<file path="config.mk">
export PLATFORM = sky130hd
export DESIGN_NAME = shift_phase_timer
export DESIGN_NICKNAME = d
export VERILOG_FILES = /design/src/rtl/shift_phase_timer.sv
export SDC_FILE = /design/constraint.sdc
export NUM_CORES = 1
export LEC_CHECK = 0
export CAP_MARGIN = 40
export CORE_AREA = 2 2 39 41
export DETAILED_ROUTE_END_ITERATION = 8
export DIE_AREA = 0 0 41 43
export DONT_BUFFER_PORTS = 1
export MAX_ROUTING_LAYER = met4
export PLACE_DENSITY_LB_ADDON = 0.08
export SYNTH_ARGS = -nofsm -noshare
export SYNTH_HDL_FRONTEND = slang
export SYNTH_SLANG_ARGS = --single-unit
</file>
<file path="constraint.sdc">
create_clock -name clk -period 2 [get_ports clk]
set_input_delay 0.3 -clock clk [delete_from_list [all_inputs] [get_ports clk]]
set_output_delay 0.3 -clock clk [all_outputs]
set_load 0.05 [all_outputs]
</file>
<file path="src/rtl/shift_phase_timer.sv">
// rtl/shift_phase_timer.sv - two-phase midstate/remaining shift timer for the job-load path
// Overrun detection is built only when SHIFT_PHASE_TIMER_OVERRUN_EN is defined.
module shift_phase_timer #(
   parameter int CNT_W     = 5,
   parameter int MID_LEN   = 8,
   parameter int REM_LEN   = 16,
   parameter int MID_GATED = 0
) (
   input  logic             clk,
   input  logic             rst,
   input  logic             start,
   input  logic             abort,
   input  logic             shift_in_enable,
   output logic [1:0]       phase,
   output logic [CNT_W-1:0] count,
   output logic             busy,
   output logic             midstate_shifts_done,
   output logic             remaining_shifts_done,
   output logic             overrun
);

   typedef enum logic [1:0] {
      S_IDLE = 2'b00,
      S_MID  = 2'b01,
      S_REM  = 2'b10,
      S_DONE = 2'b11
   } state_t;

   localparam logic [CNT_W-1:0] MID_LAST = CNT_W'(MID_LEN - 1);
   localparam logic [CNT_W-1:0] REM_LAST = CNT_W'(REM_LEN - 1);

   state_t           state_q, state_d;
   logic [CNT_W-1:0] count_q, count_d;
   logic             mid_done_q, mid_done_d;
   logic             rem_done_q, rem_done_d;
   logic             qual;

   always_comb begin
      qual = 1'b0;
      case (state_q)
         S_MID:   qual = (MID_GATED != 0) ? shift_in_enable : 1'b1;
         S_REM:   qual = shift_in_enable;
         default: qual = 1'b0;
      endcase
   end

   // abort beats start, and both suppress any completion on the same edge
   always_comb begin
      state_d    = state_q;
      count_d    = count_q;
      mid_done_d = 1'b0;
      rem_done_d = 1'b0;
      if (abort) begin
         state_d = S_IDLE;
         count_d = '0;
      end else if (start) begin
         state_d = S_MID;
         count_d = '0;
      end else if (qual) begin
         if (state_q == S_MID) begin
            if (count_q == MID_LAST) begin
               state_d    = S_REM;
               count_d    = '0;
               mid_done_d = 1'b1;
            end else begin
               count_d = count_q + 1'b1;
            end
         end else begin
            if (count_q == REM_LAST) begin
               state_d    = S_DONE;
               count_d    = '0;
               rem_done_d = 1'b1;
            end else begin
               count_d = count_q + 1'b1;
            end
         end
      end
   end

   always_ff @(posedge clk) begin
      if (rst) begin
         state_q    <= S_IDLE;
         count_q    <= '0;
         mid_done_q <= 1'b0;
         rem_done_q <= 1'b0;
      end else begin
         state_q    <= state_d;
         count_q    <= count_d;
         mid_done_q <= mid_done_d;
         rem_done_q <= rem_done_d;
      end
   end

   assign phase                 = state_q;
   assign count                 = count_q;
   assign busy                  = (state_q == S_MID) || (state_q == S_REM);
   assign midstate_shifts_done  = mid_done_q;
   assign remaining_shifts_done = rem_done_q;

`ifdef SHIFT_PHASE_TIMER_OVERRUN_EN
   logic overrun_q, overrun_d;

   // a strobe with no phase to absorb it is stray; clearing wins over setting
   always_comb begin
      overrun_d = overrun_q;
      if (abort || start) begin
         overrun_d = 1'b0;
      end else if (shift_in_enable && ((state_q == S_IDLE) || (state_q == S_DONE))) begin
         overrun_d = 1'b1;
      end
   end

   always_ff @(posedge clk) begin
      if (rst) begin
         overrun_q <= 1'b0;
      end else begin
         overrun_q <= overrun_d;
      end
   end

   assign overrun = overrun_q;
`else
   assign overrun = 1'b0;
`endif

endmodule

</file>
==> metrics.txt, run 1 <==
outcome=finished clean; count of cell types in the netlist=27; NetSw=0.09133 mW; Post-Place Setup Slack=between 0.2 and 0.25 ns; Placed Area=555.5 um2; # placed instances=80; initial antenna violation count=0; Required @ worst endpoint=approximately 2.2 ns; fraction of layout cells with a size suffix above 1=0.1912; ANT cells=0; Net Sw Frac=0.2576; CP Data Arrival Time=about 2.0 ns; most common cell after layout, fill and taps aside=dfxtp_1; chip width=41 um; CTS resizes=0; FMAX=0.5506 GHz; Area Overhead vs Synth=16.54%; Initial Utilization=0.3608; Num Clock Sinks=9; hold buffers post-CTS=0; Sequential Power Share=0.511; CP most frequent cell=ha_1; Syn. warnings=0; Finished Layout Cells=84; Post-DRT Antenna Nets=0; Cell Rows=14; Synth Register Bits=9; Post-CTS Setup Inserts=0; total congestion overflow=0; routed len/inst=12.02 um; number of global-route vias before repair=~380; CORE AREA=approximately 1400 um2; Crit. path cell count=7; pin count of the biggest net entering global routing=9; final period utilization=0.9081; Hold Path End=phase[0]; area occupied by multi-input gates=approximately 280 um2; Gate power share=0.070; hold violation total from the final report=0; CP Max Fanout=4; family with the most delay on the worst path=compound AO/OA/AOI/OAI gates; CP Class=register to register; drt initial violations=11; CP endpoint kind=register; Seq/Total Area, Yosys=0.3609; drt drc=0; Setup WS post-layout=0.1837 ns; Reg2Reg Setup Slack=0.18 ns; Detail Placement HPWL=about 750 um; Max-cap violations=0; hold path depth=2; via count=about 400; FF-to-FF Start=count[0]; first-pass GRT wire length=around 1.7 mm; RSZ-0062 raised after global routing=no; Worst Hold Class=input pin to register; FF+latch area=180.2 um2; R2R Path End=phase[0]; First-pass DRT Iterations=4; Worst Skew=about 0.004 ns; PD cells=about 610 nW/um2; Setup-failing EPs final=0; worst path bufs/invs=0; CTS Buf Count=3; Clock Latency Late Sink=0.27 ns; GP Congestion=roughly 0.71; slowest cell delay on critical path=0.32 ns; min-delay src=rst; commonest cells after routing, fill and taps aside=dfxtp_1, nor2_1, buf_4; CTS max path bufs=2; CP Cell Sequence=ha_1, and3_1, ha_1, nor2b_1, a21oi_2, nor2_1, o311a_1; CTS root buf=clkbuf_4; Setup TNS Final=0 ns; Routed WL=around 1.0 mm; CTS tree=built; final instance area=581.8 um2; Worst Reg-to-Reg Cells=7; area of the mapped netlist=499.2 um2; vias per cell=slightly below 5; H-tree Lvls=1; clock power share=0.419; I/O Buffers=0; post-route minimum period=1.816 ns; element type at the critical path start=register; Final #Nets=about 80; Die Y=43 um; Die ar.=1763 um2; Internal Power=between 0.2 and 0.3 mW; Top Ports=16; Worst path slowest cell=dfxtp_1; Final Slew Violations=0; fillcell total=150; PnR Total Power=0.3545 mW; clock slew at reported path FFs=approximately 0.07 ns; Max IR drop VDD=~0.25 mV; P_leak=between 0.2 and 0.25 nW; Total GRT Usage=0.1550; Mean Syn Cell Area=roughly 8.3 um2; Syn Nets=70; Mapped Cells=60
[routing by layer]
layer	vias up	global-route usage	share of wire
met2	13	0.1750	0.42
met4	0	0.08000	0.0099
li1	218	-	-
met3	2	0.07330	0.083
met5	-	-	0
met1	179	0.2215	0.49
[state kept, by name (all words and copies together) (netlist names)]
signal,cells
phase,2
midstate_shifts_done,1
count,5
remaining_shifts_done,1
[power groups by stage]
| stage | Clock, mW | Combinational [mW] | Sequential (mW) |
|---|---|---|---|
| after floorplan | 0 | 0.0189 | 0.189 |
| after global placement | 0 | 0.0248 | 0.185 |
| after detailed placement | 0 | 0.0247 | 0.185 |
| after CTS | 0.149 | 0.0248 | 0.181 |
| after global routing | 0.160 | 0.0265 | 0.181 |
| final | 0.149 | 0.0246 | 0.181 |
[synth_stat cells]
master | count | share of area
a211oi_1 | 1 | 0.015
a21oi_1 | 4 | 0.040
a21oi_2 | 1 | 0.018
a31oi_1 | 1 | 0.013
and3_1 | 1 | 0.013
and4bb_4 | 1 | 0.033
buf_2 | 1 | 0.010
buf_4 | 1 | 0.015
clkbuf_1 | 1 | 0.0075
conb_1 | 1 | 0.0075
dfxtp_1 | 9 | 0.36
ha_1 | 5 | 0.13
inv_1 | 5 | 0.038
mux2i_1 | 1 | 0.020
nand2_1 | 4 | 0.030
nand2b_1 | 1 | 0.013
nand3_1 | 4 | 0.040
nand3b_1 | 1 | 0.015
nand4b_1 | 1 | 0.018
nor2_1 | 8 | 0.060
nor2b_1 | 1 | 0.013
nor3_1 | 1 | 0.010
o21ai_0 | 1 | 0.010
o21ba_2 | 1 | 0.020
o311a_1 | 1 | 0.020
or2_0 | 1 | 0.013
or3_1 | 2 | 0.025
[worst max path at each step]
| stage | to | slack [ns] | start |
|---|---|---|---|
| after floorplan | phase[0] | 0.07 | count[0] |
| after global placement | phase[0] | 0.23 | count[0] |
| after global routing | phase[0] | 0.05 | count[0] |
| after detailed placement | phase[0] | 0.21 | count[0] |
| after CTS | phase[0] | 0.18 | count[0] |
| final | phase[0] | 0.18 | count[0] |
[final cells by class]
cell class,instances,share of cell area
Multi-Input combinational cell,43,0.4882
Sequential cell,9,0.3097
Timing Repair Buffer,7,0.09032
Clock buffer,4,0.04516
Tap cell,16,0.03441
Inverter,5,0.03226
[stage by stage]
stage | utilization | hold WS, ns
finish | 0.4204 | 0.1815
floorplan | - | 0.4560
CTS | 0.4204 | 0.1859
global placement | 0.4014 | 0.4635
global route | 0.4204 | 0.1926
detailed placement | 0.4014 | 0.4641
[logic make-up (layout without fill, tap and decap cells)]
logic type	count (synthesis)	count (layout)	synth area share
flops	9	9	0.3609
mux	1	1	0.02005
compound gates	10	10	0.1353
other cells	1	1	0.007512
simple gates	26	26	0.2807
fa+ha+maj	5	5	0.1253
buf+inv	8	16	0.07017
Note: power is estimated with default switching activity, not from simulation.
==> run 2, diff against run 1 <==
--- a/config.mk
+++ b/config.mk
@@ -6,9 +6,9 @@
 export NUM_CORES = 1
 export LEC_CHECK = 0
 export CAP_MARGIN = 40
-export CORE_AREA = 2 2 39 41
+export CORE_AREA = 8 8 45 47
 export DETAILED_ROUTE_END_ITERATION = 8
-export DIE_AREA = 0 0 41 43
+export DIE_AREA = 0 0 53 55
 export DONT_BUFFER_PORTS = 1
 export MAX_ROUTING_LAYER = met4
 export PLACE_DENSITY_LB_ADDON = 0.08
==> run 2 against run 1 <==
  * Sequential cell count did not move
  * Total power fell by 1.4%
  * First-iteration DRC count fell by 55%
  * Die area rose by 65%
  * Global-route usage fell by 6.2 points
  * Worst setup slack improved by 0.021 ns
  * Combinational power rose by 6%
  * Worst hold slack improved by 0.012 ns
  * Clock skew fell by 0.0034 ns
  * Cell count rose by 1.2%
  * Clock power fell by 5%
  * Via count rose by 2.7%
  * Critical path type unchanged
  * Highest routed layer unchanged
==> metrics.txt, run 2 (synthesis results as in run 1) <==
outcome=finished clean (unchanged); pin count of the biggest net entering global routing=9 (unchanged); Sequential Power Share=0.519 (was 0.511); RSZ-0062 raised after global routing=no (unchanged); chip width=53 um (was 41 um); NetSw=0.08517 mW (was 0.09133 mW); hold violation total from the final report=0 (unchanged); PnR Total Power=0.3494 mW (was 0.3545 mW); CP Cell Sequence=ha_1, and3_1, ha_1, nor2b_1, a21oi_2, nor2_1, o311a_1 (unchanged); Die Y=55 um (was 43 um); CTS root buf=clkbuf_4 (unchanged); routed len/inst=13.29 um (was 12.02 um); Required @ worst endpoint=2.15 ns (was 2.16 ns); Final Slew Violations=0 (unchanged); CTS resizes=0 (unchanged); commonest cells after routing, fill and taps aside=dfxtp_1, nor2_1, buf_4 (unchanged); Clock Latency Late Sink=0.26 ns (was 0.27 ns); final instance area=589.3 um2 (was 581.8 um2); Final #Nets=80 (was 79); I/O Buffers=0 (unchanged); vias per cell=4.976 (was 4.905); drt drc=0 (unchanged); Max-cap violations=0 (unchanged); Setup TNS Final=0 ns (unchanged); Top Ports=16 (unchanged); final period utilization=0.8979 (was 0.9081); Total GRT Usage=0.09312 (was 0.1550); slowest cell delay on critical path=0.32 ns (about the same); Detail Placement HPWL=853.8 um (was 747.4 um); hold buffers post-CTS=0 (unchanged); CTS Buf Count=3 (unchanged); Area Overhead vs Synth=18.05% (was 16.54%); Post-DRT Antenna Nets=0 (unchanged); element type at the critical path start=register (unchanged); most common cell after layout, fill and taps aside=dfxtp_1 (unchanged); Setup WS post-layout=0.2042 ns (was 0.1837 ns); Num Clock Sinks=9 (unchanged); CORE AREA=1384 um2 (unchanged); First-pass DRT Iterations=2 (was 4); worst path bufs/invs=0 (unchanged); CP Class=register to register (unchanged); Routed WL=1.130 mm (was 1.010 mm); P_leak=0.2308 nW (was 0.2255 nW); ANT cells=0 (unchanged); Post-CTS Setup Inserts=0 (unchanged); Internal Power=0.2643 mW (was 0.2632 mW); clock power share=0.406 (was 0.419); Max IR drop VDD=0.2492 mV (was 0.2494 mV); CP Max Fanout=4 (unchanged); Die ar.=2915 um2 (was 1763 um2); Gate power share=0.075 (was 0.070); PD cells=593.0 nW/um2 (was 609.3 nW/um2); Worst Hold Class=input pin to register (unchanged); post-route minimum period=1.796 ns (was 1.816 ns); CTS max path bufs=2 (unchanged); number of global-route vias before repair=431 (was 379); Setup-failing EPs final=0 (unchanged); Worst Skew=0.0005033 ns (was 0.003893 ns); CP most frequent cell=ha_1 (unchanged); Initial Utilization=0.3608 (unchanged); total congestion overflow=0 (unchanged); clock slew at reported path FFs=0.06 ns (was 0.07 ns); GP Congestion=0.7045 (was 0.7088); Post-Place Setup Slack=0.2136 ns (was 0.2059 ns); drt initial violations=5 (was 11); first-pass GRT wire length=1.890 mm (was 1.731 mm); Cell Rows=14 (unchanged); CP Data Arrival Time=1.95 ns (was 1.98 ns); H-tree Lvls=1 (unchanged); CP endpoint kind=register (unchanged); family with the most delay on the worst path=compound AO/OA/AOI/OAI gates (unchanged); Worst path slowest cell=dfxtp_1 (unchanged); initial antenna violation count=0 (unchanged); Placed Area=563.0 um2 (was 555.5 um2); via count=423 (was 412); FMAX=0.5569 GHz (was 0.5506 GHz); final hold slack=0.1936 ns (was 0.1815 ns); CTS tree=built (unchanged); Largest register FFs=5 (unchanged); Net Sw Frac=0.2437 (was 0.2576); fraction of layout cells with a size suffix above 1=0.2029 (was 0.1912)
-- run 2: routing by layer --
| layer | up-vias | wire, um | track usage |
|---|---|---|---|
| met5 | - | 0 | - |
| met4 | 0 | 25 | 0.06466 |
| met3 | 4 | 71 | 0.04011 |
| met2 | 10 | 517 | 0.1289 |
| met1 | 188 | 516 | 0.1055 |
| li1 | 221 | - | - |
-- run 2: final cells by class --
type                    count  area, um2
fillers                   155      794.5
multi-input cells          43      284.0
flip-flops and latches      9      180.2
repair buffers              8      60.06
clock buffers               4      26.28
well taps                  16      20.02
inverters                   5      18.77
-- run 2: per-stage QoR --
step / util / cells
2_1_floorplan: - / 60
3_3_place_gp: 0.4069 / 81
3_5_place_dp: 0.4069 / 81
4_1_cts: 0.4259 / 85
5_1_grt: 0.4259 / 85
6_report: 0.4259 / 85
-- run 2: power by group through the flow --
stage                     sequential (mW)  combinational, mW  clock, mW
after CTS                           0.181             0.0262      0.150
after detailed placement            0.185             0.0261          0
after floorplan                     0.189             0.0189          0
after global routing                0.181             0.0278      0.161
after global placement              0.185             0.0263          0
final                               0.181             0.0261      0.142
-- run 2: final timing paths --
kind	startpoint	endpoint	slack, ns	cells past startpoint
max	count[0]	phase[0]	0.20	7
max reg2reg	count[0]	phase[0]	0.20	7
min	rst	phase[0]	0.19	2
min reg2reg	count[2]	count[2]	0.55	2
==> run 3, diff against run 2 <==
--- a/config.mk
+++ b/config.mk
@@ -5,11 +5,11 @@
 export SDC_FILE = /design/constraint.sdc
 export NUM_CORES = 1
 export LEC_CHECK = 0
+export BUFFER_PORTS_ARGS = -buffer_cell sky130_fd_sc_hd__buf_2
 export CAP_MARGIN = 40
 export CORE_AREA = 8 8 45 47
 export DETAILED_ROUTE_END_ITERATION = 8
 export DIE_AREA = 0 0 53 55
-export DONT_BUFFER_PORTS = 1
 export MAX_ROUTING_LAYER = met4
 export PLACE_DENSITY_LB_ADDON = 0.08
 export SYNTH_ARGS = -nofsm -noshare
==> run 3 against run 2 <==
  * Fmax fell by 2.8%
  * Routed wire length fell by 2.7%
  * Non-clock buffer count rose by 7
  * Cell area rose by 3.0%
  * Largest cell class unchanged
  * Highest routed layer unchanged
==> metrics.txt, run 3 (synthesis results as in run 1) <==
outcome=finished clean (unchanged); Post-DRT Antenna Nets=0 (unchanged); first-pass GRT wire length=1.938 mm (was 1.890 mm); Detail Placement HPWL=835 um (was 853.8 um); Setup TNS Final=0 ns (unchanged); Max-cap violations=0 (unchanged); Net Sw Frac=0.2476 (was 0.2437); clock power share=0.404 (was 0.406); Routed WL=1.100 mm (was 1.130 mm); hold buffers post-CTS=0 (unchanged); Final #Nets=87 (was 80); element type at the critical path start=register (unchanged); CTS max path bufs=2 (unchanged); total congestion overflow=0 (unchanged); Top Ports=16 (unchanged); CTS resizes=0 (unchanged); CP endpoint kind=register (unchanged); CORE AREA=1384 um2 (unchanged); Worst Hold Class=input pin to register (unchanged); NetSw=0.08756 mW (was 0.08517 mW); clock slew at reported path FFs=0.06 ns (about the same); pin count of the biggest net entering global routing=9 (unchanged); fraction of layout cells with a size suffix above 1=0.2763 (was 0.2029); H-tree Lvls=1 (unchanged); Largest register FFs=5 (unchanged); RSZ-0062 raised after global routing=no (unchanged); Num Clock Sinks=9 (unchanged); Internal Power=0.2661 mW (was 0.2643 mW); Max IR drop VDD=0.2747 mV (was 0.2492 mV); number of global-route vias before repair=451 (was 431); Clock Latency Late Sink=0.26 ns (about the same); post-route minimum period=1.848 ns (was 1.796 ns); via count=444 (was 423); CP Max Fanout=5 (was 4); Setup-failing EPs final=0 (unchanged); Gate power share=0.083 (was 0.075); FF+latch area=180.2 um2 (unchanged); Cell Rows=14 (unchanged); Final Slew Violations=0 (unchanged); Die Y=55 um (unchanged); GP Congestion=0.7249 (was 0.7045); fillcell total=150 (was 155); Die ar.=2915 um2 (unchanged); P_leak=0.2625 nW (was 0.2308 nW); I/O Buffers=14 (was 0); Area Overhead vs Synth=21.55% (was 18.05%); final period utilization=0.9240 (was 0.8979); Required @ worst endpoint=2.15 ns (about the same); CP Data Arrival Time=2.00 ns (was 1.95 ns); Post-CTS Setup Inserts=0 (unchanged); hold violation total from the final report=0 (unchanged); CTS tree=built (unchanged); most common cell after layout, fill and taps aside=buf_2 (was dfxtp_1); drt drc=0 (unchanged); Total GRT Usage=0.09363 (was 0.09312); ANT cells=0 (unchanged); Worst Skew=0.003050 ns (was 0.0005033 ns); Sequential Power Share=0.512 (was 0.519); routed len/inst=11.96 um (was 13.29 um); CTS Buf Count=3 (unchanged); fin util=0.4385 (was 0.4259); PD cells=582.9 nW/um2 (was 593.0 nW/um2); chip width=53 um (unchanged); area occupied by multi-input gates=284.0 um2 (unchanged); initial antenna violation count=0 (unchanged); First-pass DRT Iterations=2 (unchanged); Initial Utilization=0.3608 (unchanged); vias per cell=4.826 (was 4.976); CTS root buf=clkbuf_4 (unchanged); CP Class=register to register (unchanged); commonest cells after routing, fill and taps aside=buf_2, dfxtp_1, nor2_1 (was dfxtp_1, nor2_1, buf_4); FMAX=0.5411 GHz (was 0.5569 GHz); drt initial violations=6 (was 5)
[run 3: cell types whose count changed in the layout (fill, tap and decap cells not counted)]
cell,change
buf_4,-7
buf_2,+14
[run 3: final cells by class]
class                   instances  area share
multi-input cells              43      0.4680
well taps                      16     0.03299
repair buffers                 15      0.1278
inverters                       5     0.03093
clock buffers                   4     0.04330
flip-flops and latches          9      0.2969
[run 3: power by group through the flow]
| stage | combinational [mW] | sequential [mW] | clock (mW) |
|---|---|---|---|
| 6_report | 0.0295 | 0.181 | 0.143 |
| 5_1_grt | 0.0321 | 0.181 | 0.160 |
| 4_1_cts | 0.0295 | 0.181 | 0.151 |
| 3_5_place_dp | 0.0293 | 0.185 | 0 |
| 3_3_place_gp | 0.0296 | 0.185 | 0 |
| 2_1_floorplan | 0.0189 | 0.189 | 0 |
[run 3: per-layer routing]
metal	track usage	wire [um]
met4	0.07759	24
met3	0.02406	67
met5	-	0
met2	0.1387	462
met1	0.1038	545
[run 3: path summary, 6_finish.rpt]
kind              startpoint       end  slack, ns  cells past startpoint
hold / removal           rst  phase[0]       0.28                      3
setup / recovery    count[0]  phase[0]       0.15                      7
hold reg to reg     count[1]  count[1]       0.49                      2
setup reg to reg    count[0]  phase[0]       0.15                      7
[run 3: through the flow]
stage / std cells / worst slack (ns) / hold slack, ns / total power [mW] / instance area (um2)
floorplan: 60 / 0.06585 / 0.4560 / 0.2079 / 499.2
finish: 92 / 0.1520 / 0.2832 / 0.3537 / 606.8
CTS: 92 / 0.1567 / 0.2764 / 0.3616 / 606.8
global placement: 88 / 0.1852 / 0.4756 / 0.2150 / 580.6
global route: 92 / 0.01375 / 0.2951 / 0.3733 / 606.8
detailed placement: 88 / 0.1735 / 0.4836 / 0.2148 / 580.6
[run 3: worst max-delay path: stages, from the launching register on]
cell and delay [ns]:
dfxtp_1 0.34, ha_1 0.26, and3_1 0.21, ha_1 0.19, nor2b_1 0.15, a21oi_2 0.20, nor2_1 0.10, o311a_1 0.29
